==> config.mk <==
export PLATFORM = sky130hd
export DESIGN_NAME = arith_puzzle_fsm_flat
export DESIGN_NICKNAME = d
export VERILOG_FILES = /design/src/rtl/puzzle_pkg.sv /design/src/rtl/arith_puzzle_fsm_if.sv /design/src/rtl/puzzle_alu.sv /design/src/rtl/arith_puzzle_fsm.sv /design/src/flat_wrapper.sv
export SDC_FILE = /design/constraint.sdc
export NUM_CORES = 1
export LEC_CHECK = 0
export CAP_MARGIN = 40
export CORE_MARGIN = 2
export CORE_UTILIZATION = 59
export CTS_BUF_LIST = sky130_fd_sc_hd__clkbuf_4 sky130_fd_sc_hd__clkbuf_8 sky130_fd_sc_hd__clkbuf_16
export DETAILED_ROUTE_END_ITERATION = 8
export GPL_TIMING_DRIVEN = 0
export PLACE_DENSITY = 0.87
export SLEW_MARGIN = 20
export SYNTH_ARGS = -nofsm -noshare
export SYNTH_HDL_FRONTEND = slang
export SYNTH_SLANG_ARGS = --single-unit
==> constraint.sdc <==
create_clock -name clk -period 23.6 [get_ports clk]
set_clock_uncertainty 0.05 [all_clocks]
set_input_delay 7.08 -clock clk [delete_from_list [all_inputs] [get_ports clk]]
set_output_delay 7.08 -clock clk [all_outputs]
set_load 0.02 [all_outputs]
==> src/rtl/puzzle_pkg.sv <==
// Shared definitions for the arithmetic puzzle: key codes, FSM states and ALU opcodes.
package puzzle_pkg;

   localparam logic [3:0] KEY_ADD    = 4'hA;
   localparam logic [3:0] KEY_SUB    = 4'hB;
   localparam logic [3:0] KEY_DIV    = 4'hC;
   localparam logic [3:0] KEY_MUL    = 4'hD;
   localparam logic [3:0] KEY_UNDO   = 4'hE;
   localparam logic [3:0] KEY_CANCEL = 4'hF;

   typedef enum logic [2:0] {
      ST_IDLE  = 3'd0,
      ST_SEL1  = 3'd1,
      ST_SEL2  = 3'd2,
      ST_SELOP = 3'd3,
      ST_DONE  = 3'd4
   } state_e;

   typedef enum logic [1:0] {
      OP_ADD = 2'd0,
      OP_SUB = 2'd1,
      OP_DIV = 2'd2,
      OP_MUL = 2'd3
   } op_e;

   function automatic logic key_is_op(input logic [3:0] k);
      return (k >= KEY_ADD) && (k <= KEY_MUL);
   endfunction

   function automatic op_e key_to_op(input logic [3:0] k);
      case (k)
         KEY_SUB: return OP_SUB;
         KEY_DIV: return OP_DIV;
         KEY_MUL: return OP_MUL;
         default: return OP_ADD;
      endcase
   endfunction

endpackage

==> src/rtl/arith_puzzle_fsm_if.sv <==
// Player-side bus of the puzzle: load/restart/key inputs and the registered game view.
interface arith_puzzle_fsm_if #(
   parameter int N_NUM = 4,
   parameter int W     = 10
) ();
   localparam int CW = $clog2(N_NUM + 1);

   logic                 load;
   logic [N_NUM*W-1:0]   load_vals;
   logic                 restart;
   logic                 key_valid;
   logic [3:0]           key_code;
   logic [N_NUM*W-1:0]   nums_out;
   logic [CW-1:0]        how_many;
   logic [2:0]           sel_a;
   logic [2:0]           sel_b;
   logic [1:0]           sel_valid;
   logic                 win;
   logic                 lose;
   logic                 err;

   modport master (
      output load, load_vals, restart, key_valid, key_code,
      input  nums_out, how_many, sel_a, sel_b, sel_valid, win, lose, err
   );

   modport slave (
      input  load, load_vals, restart, key_valid, key_code,
      output nums_out, how_many, sel_a, sel_b, sel_valid, win, lose, err
   );
endinterface

==> src/rtl/puzzle_alu.sv <==
// Unsigned W-bit combining step for two puzzle numbers; flags results that leave the integers/range.
module puzzle_alu
   import puzzle_pkg::*;
#(
   parameter int W = 10
) (
   input  logic [W-1:0] a,
   input  logic [W-1:0] b,
   input  op_e          op,
   output logic [W-1:0] result,
   output logic         reject
);

   logic [2*W-1:0] w_prod;

   assign w_prod = {{W{1'b0}}, a} * {{W{1'b0}}, b};

   always_comb begin
      result = '0;
      reject = 1'b0;
      case (op)
         OP_ADD: result = a + b;
         OP_SUB: begin
            result = a - b;
            reject = (a < b);
         end
         // Division must be exact; b == 0 is screened before the divider is used.
         OP_DIV: begin
            if (b == '0) begin
               reject = 1'b1;
            end else begin
               result = a / b;
               reject = ((a % b) != '0);
            end
         end
         OP_MUL: begin
            result = w_prod[W-1:0];
            reject = (w_prod[2*W-1:W] != '0);
         end
         default: ;
      endcase
   end

endmodule

==> src/rtl/arith_puzzle_fsm.sv <==
// Key-driven "make TARGET" puzzle: pick two live numbers, combine them, repeat until one remains.
module arith_puzzle_fsm
   import puzzle_pkg::*;
#(
   parameter int N_NUM  = 4,
   parameter int W      = 10,
   parameter int TARGET = 24
) (
   input logic              clk,
   input logic              rst_n,
   arith_puzzle_fsm_if.slave bus
);

   localparam int CW = $clog2(N_NUM + 1);
   localparam int HD = N_NUM - 1;
   localparam int HW = (HD > 1) ? $clog2(HD) : 1;
   localparam int SW = $clog2(N_NUM);

   localparam logic [2:0] S_IDLE  = ST_IDLE;
   localparam logic [2:0] S_SEL1  = ST_SEL1;
   localparam logic [2:0] S_SEL2  = ST_SEL2;
   localparam logic [2:0] S_SELOP = ST_SELOP;
   localparam logic [2:0] S_DONE  = ST_DONE;

   logic [2:0]                  r_state;
   logic [N_NUM-1:0][W-1:0]     r_nums;
   logic [N_NUM-1:0][W-1:0]     r_orig;
   logic [N_NUM-1:0][W-1:0]     r_hist_nums [HD];
   logic [CW-1:0]               r_hist_cnt  [HD];
   logic [CW-1:0]               r_hptr;
   logic [CW-1:0]               r_cnt;
   logic [2:0]                  r_sel_a;
   logic [2:0]                  r_sel_b;
   logic [1:0]                  r_sel_v;
   logic                        r_win;
   logic                        r_lose;
   logic                        r_err;

   logic [N_NUM-1:0][W-1:0]     w_shift;
   logic [N_NUM-1:0][W-1:0]     w_next;
   logic [W-1:0]                w_a;
   logic [W-1:0]                w_b;
   logic [W-1:0]                w_res;
   logic                        w_rej;
   op_e                         w_op;
   logic [2:0]                  w_lo;
   logic [2:0]                  w_hi;
   logic [2:0]                  w_kidx;
   logic                        w_kslot;
   logic                        w_klive;
   logic                        w_cancel;
   logic                        w_undo;
   logic                        w_win;
   logic [HW-1:0]               w_push_idx;
   logic [HW-1:0]               w_pop_idx;

   // Key decode: slot keys 1..N_NUM map to slot indices 0..N_NUM-1.
   assign w_kslot  = (bus.key_code != 4'd0) && (int'(bus.key_code) <= N_NUM);
   assign w_kidx   = 3'(bus.key_code - 4'd1);
   assign w_klive  = w_kslot && (int'(w_kidx) < int'(r_cnt));
   assign w_cancel = (bus.key_code == KEY_CANCEL);
   assign w_undo   = (bus.key_code == KEY_UNDO) && (r_state != S_IDLE) && (r_hptr != '0);
   assign w_op     = key_to_op(bus.key_code);

   assign w_a = r_nums[SW'(r_sel_a)];
   assign w_b = r_nums[SW'(r_sel_b)];

   puzzle_alu #(.W(W)) u_alu (
      .a      (w_a),
      .b      (w_b),
      .op     (w_op),
      .result (w_res),
      .reject (w_rej)
   );

   assign w_lo = (r_sel_a < r_sel_b) ? r_sel_a : r_sel_b;
   assign w_hi = (r_sel_a < r_sel_b) ? r_sel_b : r_sel_a;

   for (genvar gi = 0; gi < N_NUM - 1; gi++) begin : g_shift
      assign w_shift[gi] = r_nums[gi+1];
   end
   assign w_shift[N_NUM-1] = '0;

   // Result lands in the lower selected slot; everything above the upper one slides down.
   always_comb begin
      w_next = '0;
      for (int i = 0; i < N_NUM; i++) begin
         if (i == int'(w_lo))
            w_next[i] = w_res;
         else if (i < int'(w_hi))
            w_next[i] = r_nums[i];
         else
            w_next[i] = w_shift[i];
      end
   end

   assign w_win      = (w_next[0] == W'(TARGET));
   assign w_push_idx = HW'(r_hptr);
   assign w_pop_idx  = HW'(r_hptr - CW'(1));

   always_ff @(posedge clk) begin
      if (!rst_n) begin
         r_state <= S_IDLE;
         r_nums  <= '0;
         r_orig  <= '0;
         r_hptr  <= '0;
         r_cnt   <= '0;
         r_sel_a <= '0;
         r_sel_b <= '0;
         r_sel_v <= '0;
         r_win   <= 1'b0;
         r_lose  <= 1'b0;
         r_err   <= 1'b0;
         for (int i = 0; i < HD; i++) begin
            r_hist_nums[i] <= '0;
            r_hist_cnt[i]  <= '0;
         end
      end else begin
         r_err <= 1'b0;
         if (bus.load) begin
            r_nums  <= bus.load_vals;
            r_orig  <= bus.load_vals;
            r_cnt   <= CW'(N_NUM);
            r_hptr  <= '0;
            r_sel_a <= '0;
            r_sel_b <= '0;
            r_sel_v <= '0;
            r_win   <= 1'b0;
            r_lose  <= 1'b0;
            r_state <= S_SEL1;
         end else if (bus.restart && (r_state != S_IDLE)) begin
            r_nums  <= r_orig;
            r_cnt   <= CW'(N_NUM);
            r_hptr  <= '0;
            r_sel_a <= '0;
            r_sel_b <= '0;
            r_sel_v <= '0;
            r_win   <= 1'b0;
            r_lose  <= 1'b0;
            r_state <= S_SEL1;
         end else if (bus.key_valid) begin
            if (w_undo) begin
               r_nums  <= r_hist_nums[w_pop_idx];
               r_cnt   <= r_hist_cnt[w_pop_idx];
               r_hptr  <= r_hptr - CW'(1);
               r_sel_a <= '0;
               r_sel_b <= '0;
               r_sel_v <= '0;
               r_win   <= 1'b0;
               r_lose  <= 1'b0;
               r_state <= S_SEL1;
            end else begin
               case (r_state)
                  S_SEL1: begin
                     if (w_klive) begin
                        r_sel_a <= w_kidx;
                        r_sel_v <= 2'b01;
                        r_state <= S_SEL2;
                     end
                  end
                  S_SEL2: begin
                     if (w_cancel) begin
                        r_sel_a <= '0;
                        r_sel_v <= '0;
                        r_state <= S_SEL1;
                     end else if (w_klive && (w_kidx != r_sel_a)) begin
                        r_sel_b <= w_kidx;
                        r_sel_v <= 2'b11;
                        r_state <= S_SELOP;
                     end
                  end
                  S_SELOP: begin
                     if (w_cancel) begin
                        r_sel_a <= '0;
                        r_sel_b <= '0;
                        r_sel_v <= '0;
                        r_state <= S_SEL1;
                     end else if (key_is_op(bus.key_code)) begin
                        r_sel_a <= '0;
                        r_sel_b <= '0;
                        r_sel_v <= '0;
                        if (w_rej) begin
                           r_err   <= 1'b1;
                           r_state <= S_SEL1;
                        end else begin
                           r_hist_nums[w_push_idx] <= r_nums;
                           r_hist_cnt[w_push_idx]  <= r_cnt;
                           r_hptr  <= r_hptr + CW'(1);
                           r_nums  <= w_next;
                           r_cnt   <= r_cnt - CW'(1);
                           if (r_cnt == CW'(2)) begin
                              r_win   <= w_win;
                              r_lose  <= !w_win;
                              r_state <= S_DONE;
                           end else begin
                              r_state <= S_SEL1;
                           end
                        end
                     end
                  end
                  default: ;
               endcase
            end
         end
      end
   end

   assign bus.nums_out  = r_nums;
   assign bus.how_many  = r_cnt;
   assign bus.sel_a     = r_sel_a;
   assign bus.sel_b     = r_sel_b;
   assign bus.sel_valid = r_sel_v;
   assign bus.win       = r_win;
   assign bus.lose      = r_lose;
   assign bus.err       = r_err;

endmodule

==> src/flat_wrapper.sv <==
// flat-port wrapper written by rule: the top's interface ports become plain ports
module arith_puzzle_fsm_flat import puzzle_pkg::*;
#(
   parameter int N_NUM  = 4,
   parameter int W      = 10,
   parameter int TARGET = 24
)
  (clk, rst_n, bus_load, bus_load_vals, bus_restart, bus_key_valid, bus_key_code, bus_nums_out, bus_how_many, bus_sel_a, bus_sel_b, bus_sel_valid, bus_win, bus_lose, bus_err);
  arith_puzzle_fsm_if #(.N_NUM(N_NUM), .W(W)) bus_i ();
  input logic clk;
  input logic rst_n;
  input wire logic [$bits(bus_i.load)-1:0] bus_load;
  input wire logic [$bits(bus_i.load_vals)-1:0] bus_load_vals;
  input wire logic [$bits(bus_i.restart)-1:0] bus_restart;
  input wire logic [$bits(bus_i.key_valid)-1:0] bus_key_valid;
  input wire logic [$bits(bus_i.key_code)-1:0] bus_key_code;
  output wire logic [$bits(bus_i.nums_out)-1:0] bus_nums_out;
  output wire logic [$bits(bus_i.how_many)-1:0] bus_how_many;
  output wire logic [$bits(bus_i.sel_a)-1:0] bus_sel_a;
  output wire logic [$bits(bus_i.sel_b)-1:0] bus_sel_b;
  output wire logic [$bits(bus_i.sel_valid)-1:0] bus_sel_valid;
  output wire logic [$bits(bus_i.win)-1:0] bus_win;
  output wire logic [$bits(bus_i.lose)-1:0] bus_lose;
  output wire logic [$bits(bus_i.err)-1:0] bus_err;
  assign bus_i.load = bus_load;
  assign bus_i.load_vals = bus_load_vals;
  assign bus_i.restart = bus_restart;
  assign bus_i.key_valid = bus_key_valid;
  assign bus_i.key_code = bus_key_code;
  assign bus_nums_out = bus_i.nums_out;
  assign bus_how_many = bus_i.how_many;
  assign bus_sel_a = bus_i.sel_a;
  assign bus_sel_b = bus_i.sel_b;
  assign bus_sel_valid = bus_i.sel_valid;
  assign bus_win = bus_i.win;
  assign bus_lose = bus_i.lose;
  assign bus_err = bus_i.err;
  arith_puzzle_fsm #(.N_NUM(N_NUM), .W(W), .TARGET(TARGET)) u_core (.clk(clk), .rst_n(rst_n), .bus(bus_i));
endmodule
==> run_results.csv <==
group,metric,value,unit
run_status,outcome,"completed",
logic_synthesis,mappedNetlistArea,0.0217,mm2
clock_network,root_buffer,"sky130_fd_sc_hd__clkbuf_16",
setup_path,ff2ff_setup_slack,3170,ps
logic_synthesis,synth-async-reset-ratio,0,%
sta,max_slew_margin,28.7,%
global_routing,grt_pass1_vias,19500,
logic_synthesis,synth_cell_types,105,
route,drtIter0Drc,2183,
final_layout,final-instance-count-excl-fill,2895,
setup_path,critPathLaunchType,"flop",
floorplanning,die_w,196,um
route,routedLengthMet1,26700,um
route,detailroute.via_count,19500,
sta,final-max-slew-violation-count,0,
setup_path,endpoint_kind,"flop",
clock_network,cts_tree,"done",
setup_path,timing.critical_path.mode_cell,"sky130_fd_sc_hd__ha_1",
logic_synthesis,postSynthRegisterBits,271,
route,routed.top_layer,"met5",
final_layout,layout-drive-gt1-share,9.39,%
global_routing,track_usage,39.5,%
clock_network,cts_setup_buffers,0,
setup_path,worstSetupStartpoint,"u_core.bus.nums_out[5]",
logic_synthesis,post_synth_inst_count,2264,
final_layout,area_growth_syn_to_layout,12.0,%
sta,rsz0062_at_grt,"false",
sta,finalCritPeriodShare,86.6,%
setup_path,cp_data_arrival_time,20560,ps
sta,finalWorstPathRequiredPeriod,20430,ps
setup_path,cp_slowest_cell,"sky130_fd_sc_hd__nand2b_4",
place,gp_congestion,1.03,
global_routing,gr-total-overflow,0,
clock_network,h-tree-depth,1,
place,place_area,0.0235,mm2
route,drc,0,
final_layout,final.fill_count,2819,
route,wirelength,76200,um
final_layout,fin_nets,2674,
logic_synthesis,postSynth.topFlopCell,"sky130_fd_sc_hd__edfxtp_1",
job,max_cap_violations,0,
setup_path,timing.critical_path.fanout_max,43,
setup_path,worstRegToRegCells,74,
clock_network,cts_hold_repair.buffers,0,
sta,hold_viol_final,0,
logic_synthesis,yosysWarnings,0,
clock_network,clockBufferDepth,3,
floorplanning,design.core.area,0.0364,mm2
logic_synthesis,synth.avg_cell_area,9.60,um2
floorplanning,die_h,196,um
global_routing,grt_pass1_wl,114000,um
logic_synthesis,synth_seq_area_share,32.9,%
place,post-place-cells,2844,
setup_path,worst_path_largest_cell_delay,610,ps
floorplanning,placementRows,70,
clock_network,numClockSinks,271,
setup_path,timing.rr.start,"u_core.bus.nums_out[5]",
place,numPortBuffers,102,
setup_path,start_to_end_type_of_the_worst_setup_path,"flop to flop",
clock_network,cts.reportedPaths.clkPinSlew,70,ps
route,detailroute.wirelength.met2,34800,um
sta,tightest_slew,1060,ps
place,placed_wire_length_estimate,56300,um
route,avgRoutedWirePerCell,26.3,um
min_path,hold_path.class,"flop to flop",
route,post_drt_via_cell_ratio,6.75,
sta,finalSetupTns,0,ps
clock_network,quantity_of_gates_resized_following_cts,0,
min_path,hold_critical_path_depth,2,
route,drt_pre_antenna_iters,7,
floorplanning,top_level_ports,103,
logic_synthesis,synth-edff-count,172,
final_layout,final_design_area_no_fill,0.0243,mm2
floorplanning,die_area,0.0384,mm2
min_path,worstHoldStart,"u_core.r_orig[19]",
logic_synthesis,syn_nets,2529,
sta,setup_violators_final,0,
route,routed-wl-met3,7400,um
sta,fmax,0.0489,GHz
clock_network,clock_insertion_delay_worst_skew,570,ps
global_routing,grt_antenna_before_repair,1,
setup_path,required,23720,ps
final_layout,antenna_cells_inserted,0,
route,postRouteAntennaNets,0,
global_routing,grt_start_max_net_pins,44,
clock_network,tritoncts.num_buffers,25,
floorplanning,floorplan.initialDensity,59.6,%
[per-layer routing]
layer / global-route usage, % / up-vias
met2: 64.5 / 1275
met3: 6.69 / 391
met4: 31.1 / 2
met1: 46.6 / 9370
met5: 0 / -
li1: - / 8489
[worst max-delay path: cells and delay by family (launching register included)]
family,cells,cell delay (ps)
compound gates,33,8840
mux,5,1850
buf+inv,9,2090
flops,1,580
fa+ha+maj,9,2740
simple gates,18,3820
[final timing paths]
path                              endpoint
setup reg to reg  u_core.r_hist_nums[2][6]
hold reg to reg          u_core.r_orig[19]
hold / removal           u_core.r_orig[19]
setup / recovery  u_core.r_hist_nums[2][6]
[final cells by class]
cell class,instances,area [um2],share of cell area (%)
sequential,271,7150,29.4
clock inverter,16,155,0.637
multi-input combinational,1731,13400,55.2
inverter,143,543,2.23
clock buffer,29,668,2.75
timing repair buffer,118,1170,4.80
buffer,119,628,2.58
tap,468,586,2.41
[stage by stage]
stage | setup WS [ps] | util (%) | hold slack (ps)
2_1_floorplan | 6880 | - | 387
3_3_place_gp | 2610 | 64.1 | 398
3_5_place_dp | 3670 | 64.4 | 406
4_1_cts | 3560 | 66.7 | 416
5_1_grt | 1760 | 66.8 | 430
6_report | 3170 | 66.8 | 419
[cell families (layout without fill, tap and decap cells)]
group | Yosys count | after routing | synth area share, %
and+or+nand+nor | 781 | 781 | 17.7
DFF | 271 | 271 | 32.9
muxes | 161 | 161 | 10.8
xor gates and xnor gates | 43 | 43 | 1.80
buffers and inverters | 262 | 425 | 5.39
adders and majority gates | 216 | 216 | 14.7
AOI/OAI and AO/OA | 530 | 530 | 16.7
[cell usage in the layout, fill, tap and decap left out, types with 33 or more instances in the layout]
master and n:
sky130_fd_sc_hd__a21oi_1 125, sky130_fd_sc_hd__and2_1 162, sky130_fd_sc_hd__clkbuf_1 69, sky130_fd_sc_hd__clkdlybuf4s50_1 102, sky130_fd_sc_hd__dfxtp_1 99, sky130_fd_sc_hd__edfxtp_1 172
sky130_fd_sc_hd__fa_1 65, sky130_fd_sc_hd__ha_1 151, sky130_fd_sc_hd__inv_1 137, sky130_fd_sc_hd__mux2i_1 82, sky130_fd_sc_hd__mux4_2 54, sky130_fd_sc_hd__nand2_1 257
sky130_fd_sc_hd__nand3_1 38, sky130_fd_sc_hd__nor2_1 166, sky130_fd_sc_hd__nor3_1 33, sky130_fd_sc_hd__o211ai_1 35, sky130_fd_sc_hd__o21ai_0 113
[flip-flops by register name, summed over array words and instances (netlist names)]
| signal | cells |
|---|---|
| u_core.r_hist_nums | 160 |
| u_core.bus.nums_out | 40 |
| u_core.r_orig | 40 |
| u_core.r_hist_cnt | 12 |
| u_core.bus.how_many | 3 |
| u_core.bus.sel_a | 3 |
| u_core.bus.sel_b | 3 |
| u_core.r_hptr | 3 |
| u_core.r_state | 3 |
| u_core.bus.err | 1 |
| u_core.bus.lose | 1 |
| u_core.bus.sel_valid | 1 |
| u_core.bus.win | 1 |
[synthesized netlist by cell type, drive strengths merged (18+ instances only)]
cell type    n  area share, %
a211oi      19           0.68
a21o        24           0.83
a21oi      126            2.9
a31oi       25           0.72
and2       162            4.7
buf         49            1.7
clkbuf      70            1.2
dfxtp       99            9.1
edfxtp     172             24
fa          65            6.0
ha         151            8.7
inv        142            2.5
mux2        24            1.3
mux2i       83            3.8
mux4        54            5.6
nand2      257            4.4
nand2b      19           0.55
nand3       38           0.88
nor2       166            2.9
nor2b       18           0.52
nor3        35           0.88
o211ai      35            1.2
o21a        25           0.86
o21ai      126            3.1
or3         19           0.55
xnor2       25            1.0
Power is left out: the tool's default activity adds up to more than one toggle a clock period on the data nets, which glitch-free logic cannot reach.
